[config.mk]
export PLATFORM = sky130hd
export DESIGN_NAME = cdc_handshake_tx
export DESIGN_NICKNAME = d
export VERILOG_FILES = /design/src/rtl/cdc_handshake_pkg.sv /design/src/rtl/synchroniser.sv /design/src/rtl/cdc_handshake_tx.sv
export SDC_FILE = /design/constraint.sdc
export NUM_CORES = 1
export LEC_CHECK = 0
export ABC_CLOCK_PERIOD_IN_PS = 3700
export BUFFER_PORTS_ARGS = -buffer_cell sky130_fd_sc_hd__buf_4
export CORE_AREA = 5 5 42 44
export CTS_CLUSTER_DIAMETER = 150
export DETAILED_ROUTE_END_ITERATION = 10
export DIE_AREA = 0 0 47 49
export PLACE_DENSITY = 0.75
export SYNTH_ARGS = -nofsm -noshare
export SYNTH_HDL_FRONTEND = slang
export SYNTH_HIERARCHICAL = 1
export SYNTH_SLANG_ARGS = --single-unit
[constraint.sdc]
create_clock -name clk -period 3.7 [get_ports clk]
set_input_delay 0.185 -clock clk [delete_from_list [all_inputs] [get_ports clk]]
set_output_delay 0.185 -clock clk [all_outputs]
set_load 0.005 [all_outputs]
[src/rtl/cdc_handshake_pkg.sv]
// Shared definitions for the four-phase req/ack clock-domain crossing.
// The receive side will import the same defaults so both ends agree.
package cdc_handshake_pkg;

  // Transmit-side handshake FSM states.
  typedef enum logic [1:0] {
    IDLE    = 2'd0,
    SETUP   = 2'd1,
    REQ     = 2'd2,
    RELEASE = 2'd3
  } tx_state_e;

  localparam int DEFAULT_SYNC_STAGES    = 2;
  localparam int DEFAULT_TIMEOUT_CYCLES = 1024;

  // Fewer than two flops on an asynchronous input is not a synchroniser.
  function automatic int clamp_sync_stages(input int n);
    return (n < 2) ? 2 : n;
  endfunction

endpackage

[src/rtl/synchroniser.sv]
// Multi-flop synchroniser for signals entering the clk domain.
// Every stage clears to 0 on the asynchronous, active-low reset.
module synchroniser #(
  parameter int WIDTH  = 1,
  parameter int STAGES = 2
) (
  input  logic             clk,
  input  logic             reset,
  input  logic [WIDTH-1:0] d,
  output logic [WIDTH-1:0] q
);

  logic [WIDTH-1:0] sync_q [STAGES];

  // Shift the asynchronous input through the flop chain.
  always_ff @(posedge clk or negedge reset) begin
    if (!reset) begin
      for (int i = 0; i < STAGES; i++) sync_q[i] <= '0;
    end else begin
      sync_q[0] <= d;
      for (int i = 1; i < STAGES; i++) sync_q[i] <= sync_q[i-1];
    end
  end

  assign q = sync_q[STAGES-1];

endmodule

[src/rtl/cdc_handshake_tx.sv]
// Transmitting end of a four-phase req/ack clock-domain crossing.
// Optional handshake timeout: define CDC_HANDSHAKE_TX_TIMEOUT_EN to build it.
//
// Local port handshake: a word transfers on a rising clk edge where
// in_valid and in_ready are both 1. in_ready is 1 only in IDLE and depends on
// state alone; in_valid seen outside IDLE is ignored. Once accepted, tx_data
// is held until the next accepted word.
//
// The FSM state is kept in the signal `state` (type tx_state_e) for probing.
module cdc_handshake_tx
  import cdc_handshake_pkg::*;
#(
  parameter int WIDTH          = 8,
  parameter int SYNC_STAGES    = DEFAULT_SYNC_STAGES,
  parameter int TIMEOUT_CYCLES = DEFAULT_TIMEOUT_CYCLES
) (
  input  logic             clk,
  input  logic             reset,
  input  logic [WIDTH-1:0] in_data,
  input  logic             in_valid,
  output logic             in_ready,
  output logic [WIDTH-1:0] tx_data,
  output logic             tx_req,
  input  logic             tx_ack,
  output logic             tx_done,
  output logic             timeout_err
);

  localparam int STAGES = clamp_sync_stages(SYNC_STAGES);

  tx_state_e state;
  tx_state_e state_d;

  logic ack_s;
  logic load_data;
  logic req_set;
  logic req_clr;
  logic done_set;
  logic abort;
  logic expire;

  synchroniser #(
    .WIDTH  (1),
    .STAGES (STAGES)
  ) u_ack_sync (
    .clk   (clk),
    .reset (reset),
    .d     (tx_ack),
    .q     (ack_s)
  );

  // State register.
  always_ff @(posedge clk or negedge reset) begin
    if (!reset) state <= IDLE;
    else        state <= state_d;
  end

  // Next-state logic; only the synchronised ack is ever looked at.
  always_comb begin
    state_d = state;
    case (state)
      IDLE:    if (in_valid)         state_d = SETUP;
      SETUP:   if (!ack_s)           state_d = REQ;
      REQ:     if (ack_s || expire)  state_d = RELEASE;
      RELEASE: if (!ack_s)           state_d = IDLE;
      default:                       state_d = IDLE;
    endcase
  end

  // Output decode: ready flag and strobes for the registered outputs.
  always_comb begin
    in_ready  = (state == IDLE);
    load_data = (state == IDLE) && in_valid;
    req_set   = (state == SETUP) && !ack_s;
    req_clr   = (state == REQ) && (ack_s || expire);
    done_set  = (state == RELEASE) && !ack_s;
    abort     = (state == REQ) && !ack_s && expire;
  end

  // Payload register: only changes when a new word is accepted.
  always_ff @(posedge clk or negedge reset) begin
    if (!reset)         tx_data <= '0;
    else if (load_data) tx_data <= in_data;
  end

  // Request and completion flops; reset drops req without waiting for a clock.
  always_ff @(posedge clk or negedge reset) begin
    if (!reset) begin
      tx_req  <= 1'b0;
      tx_done <= 1'b0;
    end else begin
      if (req_set)      tx_req <= 1'b1;
      else if (req_clr) tx_req <= 1'b0;
      tx_done <= done_set;
    end
  end

`ifdef CDC_HANDSHAKE_TX_TIMEOUT_EN
  localparam int CNT_W = $clog2(TIMEOUT_CYCLES + 1);

  logic [CNT_W-1:0] to_cnt;
  logic             err_q;

  // Abort on the edge where the count would reach TIMEOUT_CYCLES, so the
  // error appears TIMEOUT_CYCLES edges after req rose.
  assign expire = (to_cnt == CNT_W'(TIMEOUT_CYCLES - 1));

  // Cycles spent in REQ; cleared on the edge that raises req.
  always_ff @(posedge clk or negedge reset) begin
    if (!reset)              to_cnt <= '0;
    else if (req_set)        to_cnt <= '0;
    else if (state == REQ)   to_cnt <= to_cnt + CNT_W'(1);
  end

  // One-cycle abort pulse; an ack on the expiry cycle wins and is not an error.
  always_ff @(posedge clk or negedge reset) begin
    if (!reset) err_q <= 1'b0;
    else        err_q <= abort;
  end

  assign timeout_err = err_q;
`else
  logic unused_timeout_cfg;

  assign expire             = 1'b0;
  assign timeout_err        = 1'b0;
  assign unused_timeout_cfg = (TIMEOUT_CYCLES > 0) & abort;
`endif

endmodule

# Word level (Yosys, flattened, before mapping)
# Cells that the tools add are included.
[totals] output_inout_bits=12 register_bits=14 input_bits=12 elab_cells=28
[op_classes] n_mux=7 eq_ne=7 reduce_logical=8
[op_table] op="$mux W2" n=4
[op_table] op="$pmux W2 S4" n=1
[op_table] op="$ne A2 B2 Y1 const B" n=3
[op_table] op="$eq A2 B2 Y1 const B" n=2
[op_table] op="$logic_and A1 B1 Y1" n=4
[op_table] op="$reduce_and A4 Y1" n=1
[op_table] op="$eq A2 B1 Y1 const B" n=1
[op_table] op="$logic_not A2 Y1" n=1
[op_table] op="$mux W1" n=2
[op_table] op="$ne A2 B1 Y1 const B" n=1
[op_table] op="$reduce_bool A2 Y1" n=1
[op_table] op="$logic_not A1 Y1" n=1

# Depth between registers and ports, before layout
# Gate-level depths: netlist of the first run.
[depth] word_depth=4 mapped_depth=5 depth_no_buf=5

# Hierarchy
# Netlist of the first run, hierarchy kept.
[by_module_without_submodules] mod="cdc_handshake_tx" n_inst=1 cells_per_inst=39 seq_area_each_um2=300.3 area_each_um2=543.0
[by_module_without_submodules] mod="synchroniser" n_inst=1 cells_per_inst=2 seq_area_each_um2=50.0 area_each_um2=50.0

# Least setup slack after synthesis of the first run
# Ideal clock, no wire load.
[synth_path] path_type="reg-to-reg" startpoint="register state[0]" endpoint="register state[1]" path_buffers=0 setup_time_ps=125 arrival_ps=1200 slack_ps=2375 required_time_ps=3575 period_less_slack_ps=1325 path_stages_with_launch=6 cell_sequence="dfrtp_1 inv_1 ha_1 inv_1 o221ai_2 mux2_4"
[synth_between] elab_chain_cells=3 word_cells_on_any_way=10 classes_between="7 x eq/ne; 1 x mux; 2 x reduce/logical"
[synth_lines] item="from (decl)" line="cdc_handshake_tx.sv:31" text="tx_state_e state;"
[synth_lines] item="from (signal assigned)" line="cdc_handshake_tx.sv:55" text="else state <= state_d;"
[synth_lines] item="$logic_not A2 Y1 *"
[synth_lines] item="net in_ready" line="cdc_handshake_tx.sv:21" text="output logic in_ready,"
[synth_lines] item="$ne A2 B2 Y1 (no source line)"
[synth_lines] item="$reduce_and A4 Y1 (no source line)"
# The timed path passes the listed nets; every way through them passes the cells marked *.
# A chain may end at the register's enable or synchronous reset.

# Worst setup path after layout of the first run
[layout_path] startpoint="register state[0]" endpoint="register state[1]"
[layout_between] elab_chain_cells=3 word_cells_on_any_way=10 classes_between="7 x eq/ne; 1 x mux; 2 x reduce/logical"
[layout_lines] item="$eq A2 B2 Y1 (tied with other cells)" line="cdc_handshake_tx.sv:61" text="case (state)"
[layout_lines] item="$ne A2 B2 Y1 (no source line) or $ne A2 B1 Y1 (tied branches)"
[layout_lines] item="$reduce_and A4 Y1 (no source line)"
# Parallel ways exist; a longest one is shown, timed or not.

==> results of run 1 <==
==> layer usage <==
metal	wire length (µm)	share of wire
met5	0	0
met4	0	0
met3	71	0.073
met2	552	0.56
met1	352	0.36
==> state kept, by name, summed over array words and instances, names as in the netlist <==
register and flops:
state 2, tx_data 8, tx_done 1, tx_req 1, u_ack_sync/q 1, u_ack_sync/sync_q 1
==> stage by stage <==
step           setup slack [ns]  instances  hold slack (ns)
6_report                  2.289         83          0.01490
4_1_cts                   2.277         83         0.005589
3_3_place_gp              2.320         78          0.04166
2_1_floorplan             2.375         41          -0.1106
5_1_grt                   2.185         83        0.0006457
3_5_place_dp              2.296         78          0.04231
==> logic make-up (layout without fill, tap and decap cells) <==
logic type      Yosys count  in the layout  share of synthesized area
other cells               1              1                   0.006323
fa+ha+maj                 4              4                    0.08439
mux                       9              9                     0.1772
buf+inv                   5             31                    0.03797
compound gates            4              4                    0.06751
simple gates              4              4                    0.03586
flops                    14             14                     0.5907
==> layout by cell type, fill, tap and decap left out, drive strengths merged <==
cell type	count
clkbuf	4
nor2b	1
inv	4
buf	22
conb	1
dlygate4sd3	1
nor2	1
dfrtp	14
ha	4
o2bb2ai	1
o21ai	1
nand2	1
mux2	9
nand3	1
o221ai	1
a21boi	1
==> cell type report <==
type                       instances  area [µm²]  area share
inverter                           4       15.01     0.01838
timing repair buffer              23       175.2      0.2144
multi-input combinational         22       220.2      0.2695
clock buffer                       4       36.28     0.04441
sequential                        14       350.3      0.4288
tap                               16       20.02     0.02450
==> what timing repair did <==
| item | CTS | global route |
|---|---|---|
| hold buffers | 1 | 0 |
| endpoints found under the hold margin | 14 | 0 |
| setup endpoints to repair | 0 | 0 |
==> worst max-delay path by stage <==
| stage | startpoint | to | slack, ns | cells after the start |
|---|---|---|---|---|
| 2_1_floorplan | state[0]$_DFFE_PN0P_ | state[1]$_DFFE_PN0P_ | 2.37 | 5 |
| 3_3_place_gp | state[0]$_DFFE_PN0P_ | state[1]$_DFFE_PN0P_ | 2.32 | 5 |
| 3_5_place_dp | state[0]$_DFFE_PN0P_ | state[1]$_DFFE_PN0P_ | 2.30 | 5 |
| 4_1_cts | state[0]$_DFFE_PN0P_ | state[1]$_DFFE_PN0P_ | 2.28 | 5 |
| 5_1_grt | state[0]$_DFFE_PN0P_ | state[1]$_DFFE_PN0P_ | 2.19 | 5 |
| 6_report | state[0]$_DFFE_PN0P_ | state[1]$_DFFE_PN0P_ | 2.29 | 5 |
==> report_power, final <==
group          leakage (nW)  internal [mW]  switching (mW)
Clock                0.0210         0.0597          0.0443
Combinational         0.223          0.177           0.109
Sequential            0.166          0.219          0.0353
Total                 0.409          0.456           0.189
==> results.json, run 1 <==
{
  "report.final.slew_viol_count": 0,
  "finish.instance_area_um2": 817.0,
  "i_o_pins": 24,
  "synth_commonest_cells": "dfrtp_1 (14), mux2_2 (8), ha_1 (4), inv_1 (4)",
  "drt-total-wl_um": 977,
  "use_met2": 0.1561,
  "end_kind": "register",
  "critical-path-top-cell-by-count": "inv_1",
  "floorplan.die_area_um2": 2303,
  "drtIter0Drc": 5,
  "timing.critical_path.buf_inv": 2,
  "synth_edf_count": 0,
  "nets_final": 84,
  "drtAntennaViolNets": 0,
  "cts.reportedPaths.clkPinSlew_ns": 0.08,
  "dieWidth_um": 47,
  "min_path_type": "primary input to register",
  "criticalPathCategory": "register to register",
  "max_cap_viol_count": 0,
  "cts_root_buffer_type": "clkbuf_4",
  "total_leakage_power_nw": 0.4093,
  "crit_start_category": "register",
  "final_layout_size_suffix_gt1_frac": 0.5672,
  "gp_congestion": 0.8247,
  "drcViolationCount": 0,
  "crit_path_cell_trace": "inv_1, ha_1, inv_1, o221ai_2, mux2_4",
  "grt_first_pass_wirelength_um": 1573,
  "globalRoute.busiestLayer": "met2",
  "timing.reg2reg.worst_path_depth": 5,
  "timing.reg2reg.setup_slack_ns": 2.29,
  "power_mw": 0.6449,
  "layout-area-overhead-vs-synth_pct": 37.76,
  "count_of_port_buffers_added_during_placement": 22,
  "tritoncts": "yes",
  "antenna_cells": 0,
  "tritoncts.num_buffers": 3,
  "synth.most_common_cell": "dfrtp_1",
  "period_minus_slack_ns": 1.411,
  "floorplan.core_area_um2": 1401,
  "synth_seq_area_share": 0.5907,
  "nets_in_the_synthesized_netlist": 57,
  "finalClockSkew_ns": 0.005604,
  "run_status": "finished, final reports clean",
  "place.detailed.hpwl_um": 815.6,
  "vias": 383,
  "hold_path_end": "u_ack_sync/sync_q[1]$_DFF_PN0_",
  "cts_max_path_buffers": 2,
  "pwr_cell_area_nw_per_um2": 789.3,
  "slowest_stage": "dfrtp_1",
  "setup_tns_ns": 0,
  "min_delay_path_depth": 1,
  "critical_path.max_stage_delay_ns": 0.41,
  "yosysUniqueCellTypes": 15,
  "row_count": 14,
  "fraction_of_met1_tracks_used_by_global_routing": 0.1019,
  "asyncSetResetFlopFracSynth": 1.000,
  "syn_area_um2": 593.1,
  "unrepaired_setup_endpoints_after_global_routing": "no",
  "placed_cell_area_um2": 770.7,
  "dominantRegCellSynth": "dfrtp_1",
  "cpLargestDelayFamily": "flip-flops",
  "synth_area_leaders": "dfrtp_1 (59%), mux2_2 (15%), ha_1 (8.4%), inv_1 (2.5%), mux2_4 (2.5%)",
  "clk_latency_ns": 0.27,
  "initial_core_util": 0.4232,
  "post-route-period-util": 0.3814,
  "synthesis.instances": 41,
  "post_drt_wl_per_cell_um": 11.77,
  "required_ns": 3.86,
  "grt_max_degree": 15,
  "vdd.ir_drop.worst_mv": 0.3457,
  "layout.core_utilization": 0.5830,
  "hold_violations": 0,
  "timing.rr.end": "state[1]$_DFFE_PN0P_",
  "critical_path_peak_fanout": 3,
  "vias_in_the_first_global_route": 378,
  "worst_ep_arrival_time_ns": 1.57,
  "fillerInstances": 123,
  "clock_sink_count": 14,
  "gr-usage-met3": 0.05904,
  "synth-warning-count": 6,
  "grt_usage": 0.09449,
  "detail_route.first_pass.iterations": 2,
  "cts_htree_levels": 1,
  "antenna_violations_before_repair": 0,
  "cts_setup_buffers": 0,
  "area_fraction_of_the_dominant_cell_type_after_synthesis": 0.5907,
  "die_h_um": 49,
  "rr_startpoint": "state[0]$_DFFE_PN0P_",
  "synth.largest_area_cell": "dfrtp_1",
  "avgSynthCellArea_um2": 14.47,
  "finalSetupViolCount": 0,
  "postSynthRegisterBits": 14,
  "post_drt_via_cell_ratio": 4.614,
  "min_from": "tx_ack",
  "cts.repair.resized": 0,
  "fmax_mhz": 708.7,
  "global_route.overflow_total": 0
}
(Power assumes the default switching activity.)
==> run 2, diff against run 1 <==
Settings changed: ABC_AREA from default to 1, ABC_CLOCK_PERIOD_IN_PS 3700 to 1450, CORE_AREA 5 5 42 44 to default, CORE_MARGIN from default to 5, CORE_UTILIZATION from default to 46, DIE_AREA 0 0 47 49 to default.
Clock period 3.7 ns to 1.45 ns, I/O delays scaled along.
==> results.json, run 2 <==
{
  "p_switching_mw": 0.6130,
  "register_with_the_most_flip_flops": "tx_data",
  "synth_area_leaders": "dfrtp_1 (54%), nand2_1 (14%), ha_1 (7.6%), nand3_1 (6.1%), buf_6 (3.4%)",
  "grt_usage": 0.1316,
  "drtIter0Drc": 8,
  "pre_cts_slack_ns": 0.2459,
  "antenna_violations_before_repair": 0,
  "end_kind": "register",
  "unrepaired_setup_endpoints_after_global_routing": "no",
  "criticalPathCategory": "register to register",
  "worst_slack_ns": 0.2081,
  "pwr_cell_area_nw_per_um2": 1952,
  "rr_startpoint": "state[0]$_DFFE_PN0P_",
  "largestRegisters": "tx_data (8), state (2)",
  "layout.cells.non_filler": 111,
  "post_drt_via_cell_ratio": 4.631,
  "grt_max_degree": 15,
  "final_layout_size_suffix_gt1_frac": 0.3229,
  "layout.core_utilization": 0.6619,
  "post_drt_wl_per_cell_um": 11.83,
  "postSynthRegisterBits": 14,
  "global_route.overflow_total": 0,
  "worst_ep_arrival_time_ns": 1.41,
  "finalSetupViolCount": 0,
  "asyncSetResetFlopFracSynth": 1.000,
  "synth_edf_count": 0,
  "period_minus_slack_ns": 1.242,
  "synth.largest_area_cell": "dfrtp_1",
  "switching_share": 0.3601,
  "initial_core_util": 0.4967,
  "floorplan.die_area_um2": 2277,
  "hold_violations": 0,
  "row_count": 13,
  "setup_tns_ns": 0,
  "total_leakage_power_nw": 0.4962,
  "cts_max_path_buffers": 2,
  "nets_final": 113,
  "clock_sink_count": 14,
  "commonest_cells_after_routing_fill_and_taps_aside": "nand2_1 (25), buf_4 (23), dfrtp_1 (14)",
  "routed_metal_1_wirelength_um": 577,
  "slowest_stage": "dfrtp_1",
  "dp.cells": 105,
  "fin_hold_ws_ns": 0.01207,
  "min_path_type": "primary input to register",
  "vias_in_the_first_global_route": 468,
  "area_fraction_of_the_dominant_cell_type_after_synthesis": 0.5354,
  "synthesis.instances": 70,
  "timing.reg2reg.setup_slack_ns": 0.21,
  "yosysUniqueCellTypes": 16,
  "critical-path-top-cell-by-count": "nand2_1",
  "power_mw": 1.702,
  "min_delay_path_depth": 3,
  "post-route-period-util": 0.8565,
  "min_from": "in_data[7]",
  "hold_path_end": "tx_data[7]$_DFFE_PN0P_",
  "count_of_port_buffers_added_during_placement": 22,
  "max_cap_viol_count": 0,
  "cts.reportedPaths.clkPinSlew_ns": 0.09,
  "report.final.slew_viol_count": 0,
  "timing.reg2reg.worst_path_depth": 6,
  "power_report.internal_total_mw": 1.089,
  "relative_contribution_of_combinational_cells_to_total_power": 0.458,
  "layout-area-overhead-vs-synth_pct": 33.27,
  "drtAntennaViolNets": 0,
  "drcViolationCount": 0,
  "cts_root_buffer_type": "clkbuf_4",
  "required_ns": 1.61,
  "avgSynthCellArea_um2": 9.348,
  "nets_in_the_synthesized_netlist": 86,
  "synth-warning-count": 6,
  "antenna_cells": 0,
  "gp_congestion": 0.7700,
  "grt_first_pass_wirelength_um": 2056,
  "finalClockSkew_ns": 0.006128,
  "crit_path_cell_trace": "inv_1, ha_1, nand2_1, nand2_4, o21bai_1, nand2_1",
  "finish.instance_area_um2": 872.1,
  "power.share.clock": 0.166,
  "power.sequential.fraction": 0.376,
  "cts_setup_buffers": 0,
  "cts_htree_levels": 1,
  "layout_commonest_cell": "nand2_1",
  "die_h_um": 47.72,
  "critical_path.max_stage_delay_ns": 0.38,
  "synth_commonest_cells": "nand2_1 (25), dfrtp_1 (14), nand3_1 (8), inv_1 (5), ha_1 (4)",
  "run_status": "finished, final reports clean",
  "vdd.ir_drop.worst_mv": 1.116,
  "drt-total-wl_um": 1313,
  "routed_met3_length_um": 86,
  "tritoncts.num_buffers": 3,
  "tritoncts": "yes",
  "timing.rr.end": "state[0]$_DFFE_PN0P_",
  "dominantRegCellSynth": "dfrtp_1",
  "dieWidth_um": 47.72,
  "flip_flop_count_of_the_largest_register_after_layout": 8,
  "met2_length_um": 621,
  "fmax_mhz": 805.2,
  "floorplan.core_area_um2": 1318,
  "crit_start_category": "register",
  "detail_route.first_pass.iterations": 4,
  "i_o_pins": 24,
  "syn_area_um2": 654.4,
  "critical_path_peak_fanout": 3,
  "clk_latency_ns": 0.28,
  "placed_cell_area_um2": 815.8,
  "synth_seq_area_share": 0.5354,
  "vias": 514,
  "highest-signal-layer": "met4",
  "synth.most_common_cell": "nand2_1",
  "place.detailed.hpwl_um": 945.3
}
[run 2: final cells by class]
type                            count  area (µm²)
Sequential cell                    14       350.3
Clock buffer                        4       36.28
Multi-Input combinational cell     47       251.5
Fill cell                         102       445.4
Timing Repair Buffer               25       192.7
Inverter                            6       22.52
Tap cell                           15       18.77
[run 2: logic make-up (layout without fill, tap and decap cells)]
logic type,after synthesis,in the layout,share of synthesized area
AO/OA/AOI/OAI,4,4,0.03823
buffers and inverters,9,35,0.08031
adder cells (fa/ha/maj),4,4,0.07648
AND/OR/NAND/NOR,38,38,0.2639
flip-flops,14,14,0.5354
other,1,1,0.005731
[run 2: power groups by stage]
stage / Combinational, mW / Clock, mW / Sequential, mW
detailed placement: 0.772 / 0 / 0.648
global placement: 0.764 / 0 / 0.645
floorplan: 0.446 / 0 / 0.650
finish: 0.779 / 0.283 / 0.640
global route: 0.878 / 0.317 / 0.665
CTS: 0.781 / 0.293 / 0.641
[run 2: worst max path at each step]
stage	slack [ns]	endpoint	from
floorplan	0.22	state[0]$_DFFE_PN0P_	state[0]$_DFFE_PN0P_
global placement	0.28	tx_data[6]$_DFFE_PN0P_	state[0]$_DFFE_PN0P_
detailed placement	0.25	tx_data[2]$_DFFE_PN0P_	state[0]$_DFFE_PN0P_
CTS	0.20	in_ready	state[0]$_DFFE_PN0P_
global route	0.09	state[0]$_DFFE_PN0P_	state[1]$_DFFE_PN0P_
finish	0.21	state[0]$_DFFE_PN0P_	state[0]$_DFFE_PN0P_
[run 2: critical path: cells and delay by family, from the launching register on]
| kind | cells | cell delay [ns] |
|---|---|---|
| DFF | 1 | 0.38 |
| and+or+nand+nor | 3 | 0.27 |
| adders and majority gates | 1 | 0.23 |
| AOI/OAI and AO/OA | 1 | 0.16 |
| buffers and inverters | 1 | 0.08 |
[run 2: per-layer routing]
metal | up-vias | global-route usage
met1 | 231 | 0.1729
met2 | 15 | 0.2005
met4 | 0 | 0.06452
met5 | - | 0
li1 | 266 | -
met3 | 2 | 0.03383
[run 2: what timing repair did]
item                      4_1_cts  5_1_grt
hold buffers                    2        0
resized for setup               0        0
hold endpoints to repair       15        0
==> run 3, diff against run 2 <==
Settings changed: ABC_AREA 1 to default, CORE_UTILIZATION 46 to 44, PLACE_DENSITY 0.75 to 0.82.
==> results.json, run 3 (synthesis results as in run 1) <==
{
  "dp.cells": 77,
  "end_kind": "register",
  "slowest_stage": "dfrtp_1",
  "hold_violations": 0,
  "timing.reg2reg.worst_path_depth": 5,
  "grt_first_pass_wirelength_um": 1573,
  "run_status": "finished, final reports clean",
  "layout.cells.non_filler": 84,
  "cts.reportedPaths.clkPinSlew_ns": 0.09,
  "period_minus_slack_ns": 1.380,
  "critical_path.max_stage_delay_ns": 0.41,
  "critical_path_peak_fanout": 4,
  "setup_tns_ns": 0,
  "flip_flop_count_of_the_largest_register_after_layout": 8,
  "report.final.slew_viol_count": 0,
  "placed_cell_area_um2": 769.5,
  "final_layout_size_suffix_gt1_frac": 0.5942,
  "post_drt_wl_per_cell_um": 12.44,
  "i_o_pins": 24,
  "count_of_port_buffers_added_during_placement": 22,
  "grt_max_degree": 15,
  "layout-area-overhead-vs-synth_pct": 41.35,
  "crit_start_category": "register",
  "cts_htree_levels": 1,
  "grt_usage": 0.1110,
  "fmax_mhz": 724.6,
  "vias": 389,
  "antenna_violations_before_repair": 0,
  "min_path_type": "primary input to register",
  "cpLargestDelayFamily": "flip-flops",
  "global_route.overflow_total": 0,
  "cts_root_buffer_type": "clkbuf_4",
  "crit_path_cell_trace": "buf_4, ha_1, inv_1, o221ai_2, mux2_4",
  "gp_congestion": 0.7378,
  "drt-total-wl_um": 1045,
  "drtIter0Drc": 2,
  "commonest_cells_after_routing_fill_and_taps_aside": "buf_4 (23), dfrtp_1 (14), mux2_2 (8)",
  "clock_sink_count": 14,
  "die_h_um": 46.72,
  "cp_num_cells": 5,
  "finish.instance_area_um2": 838.3,
  "tritoncts.num_buffers": 3,
  "layout_commonest_cell": "buf_4",
  "nets_final": 86,
  "register_with_the_most_flip_flops": "tx_data",
  "drtAntennaViolNets": 0,
  "detail_route.first_pass.iterations": 3,
  "initial_core_util": 0.4615,
  "clk_latency_ns": 0.28,
  "largestRegisters": "tx_data (8), state (2)",
  "post_drt_via_cell_ratio": 4.631,
  "finalSetupViolCount": 0,
  "post-route-period-util": 0.9518,
  "vdd.ir_drop.worst_mv": 1.110,
  "worst_ep_arrival_time_ns": 1.54,
  "cp-endpoint": "state[1]$_DFFE_PN0P_",
  "timing.rr.end": "state[1]$_DFFE_PN0P_",
  "drcViolationCount": 0,
  "floorplan.core_area_um2": 1285,
  "pwr_cell_area_nw_per_um2": 2015,
  "tritoncts": "yes",
  "timing.critical_path.buf_inv": 2,
  "vias_in_the_first_global_route": 384,
  "rr_startpoint": "state[1]$_DFFE_PN0P_",
  "critical_path.startpoint": "state[1]$_DFFE_PN0P_",
  "finalClockSkew_ns": 0.01127,
  "unrepaired_setup_endpoints_after_global_routing": "no",
  "row_count": 13,
  "total_leakage_power_nw": 0.4151,
  "floorplan.die_area_um2": 2182,
  "antenna_cells": 0,
  "layout.core_utilization": 0.6524,
  "required_ns": 1.61,
  "criticalPathCategory": "register to register",
  "dieWidth_um": 46.72,
  "cts_max_path_buffers": 2,
  "timing.reg2reg.setup_slack_ns": 0.07,
  "max_cap_viol_count": 0
}
## run 3: changes by cell type in the layout (fill, tap and decap cells not counted), moves of 2 or more
cell | before | now
nand3_1 | 8 | 1
ha_1 | 4 | 2
nand2_1 | 25 | 0
o21bai_1 | 2 | 0
ha_2 | 0 | 2
mux2_2 | 0 | 8
o21ai_0 | 2 | 0
## run 3: routing by layer
metal / wire [µm] / global-route usage / up-vias
met3: 81 / 0.07422 / 0
met4: 0 / 0.03315 / 0
li1: - / - / 192
met2: 609 / 0.1841 / 12
met1: 355 / 0.1144 / 185
met5: 0 / 0 / -
## run 3: where the power goes
group          internal (mW)  switching [mW]
Combinational          0.478           0.287
Sequential             0.560          0.0933
Clock                  0.153           0.118
Total                   1.19           0.498
## run 3: worst reg2reg max path: stages (launching register included)
cell      delay, ns
dfrtp_1        0.41
buf_4          0.15
ha_1           0.16
inv_1          0.11
o221ai_2       0.13
mux2_4         0.31
## run 3: cell type report
cell class | instances | area (µm²)
Fill cell | 107 | 446.7
Multi-Input combinational cell | 22 | 225.2
Inverter | 4 | 15.01
Sequential cell | 14 | 350.3
Clock buffer | 4 | 36.28
Tap cell | 15 | 18.77
Timing Repair Buffer | 25 | 192.7
## run 3: repair_timing
action                     in CTS  in global routing
setup endpoints to repair       0                  1
hold buffers                    2                  0
resized for setup               0                  2
buffers inserted                0                  1
hold endpoints to repair       15                  0
## run 3: worst min path at each step
stage / start / endpoint / slack (ns) / cells past startpoint
floorplan: reset / state[0]$_DFFE_PN0P_ / -0.22 / 0
global placement: reset / tx_data[7]$_DFFE_PN0P_ / -0.07 / 1
detailed placement: reset / tx_data[7]$_DFFE_PN0P_ / -0.07 / 1
CTS: in_data[7] / tx_data[7]$_DFFE_PN0P_ / 0.02 / 2
global route: in_data[5] / tx_data[5]$_DFFE_PN0P_ / 0.004 / 2
finish: in_data[7] / tx_data[7]$_DFFE_PN0P_ / 0.02 / 2
## run 3: per-stage QoR
step	total power [mW]	hold WS, ns	setup slack [ns]
after global routing	1.818	0.003879	0.002058
final	1.689	0.02038	0.06995
after floorplan	1.067	-0.2231	0.1247
after CTS	1.686	0.01568	0.05528
after detailed placement	1.409	-0.07165	0.06572
after global placement	1.379	-0.07284	0.08386
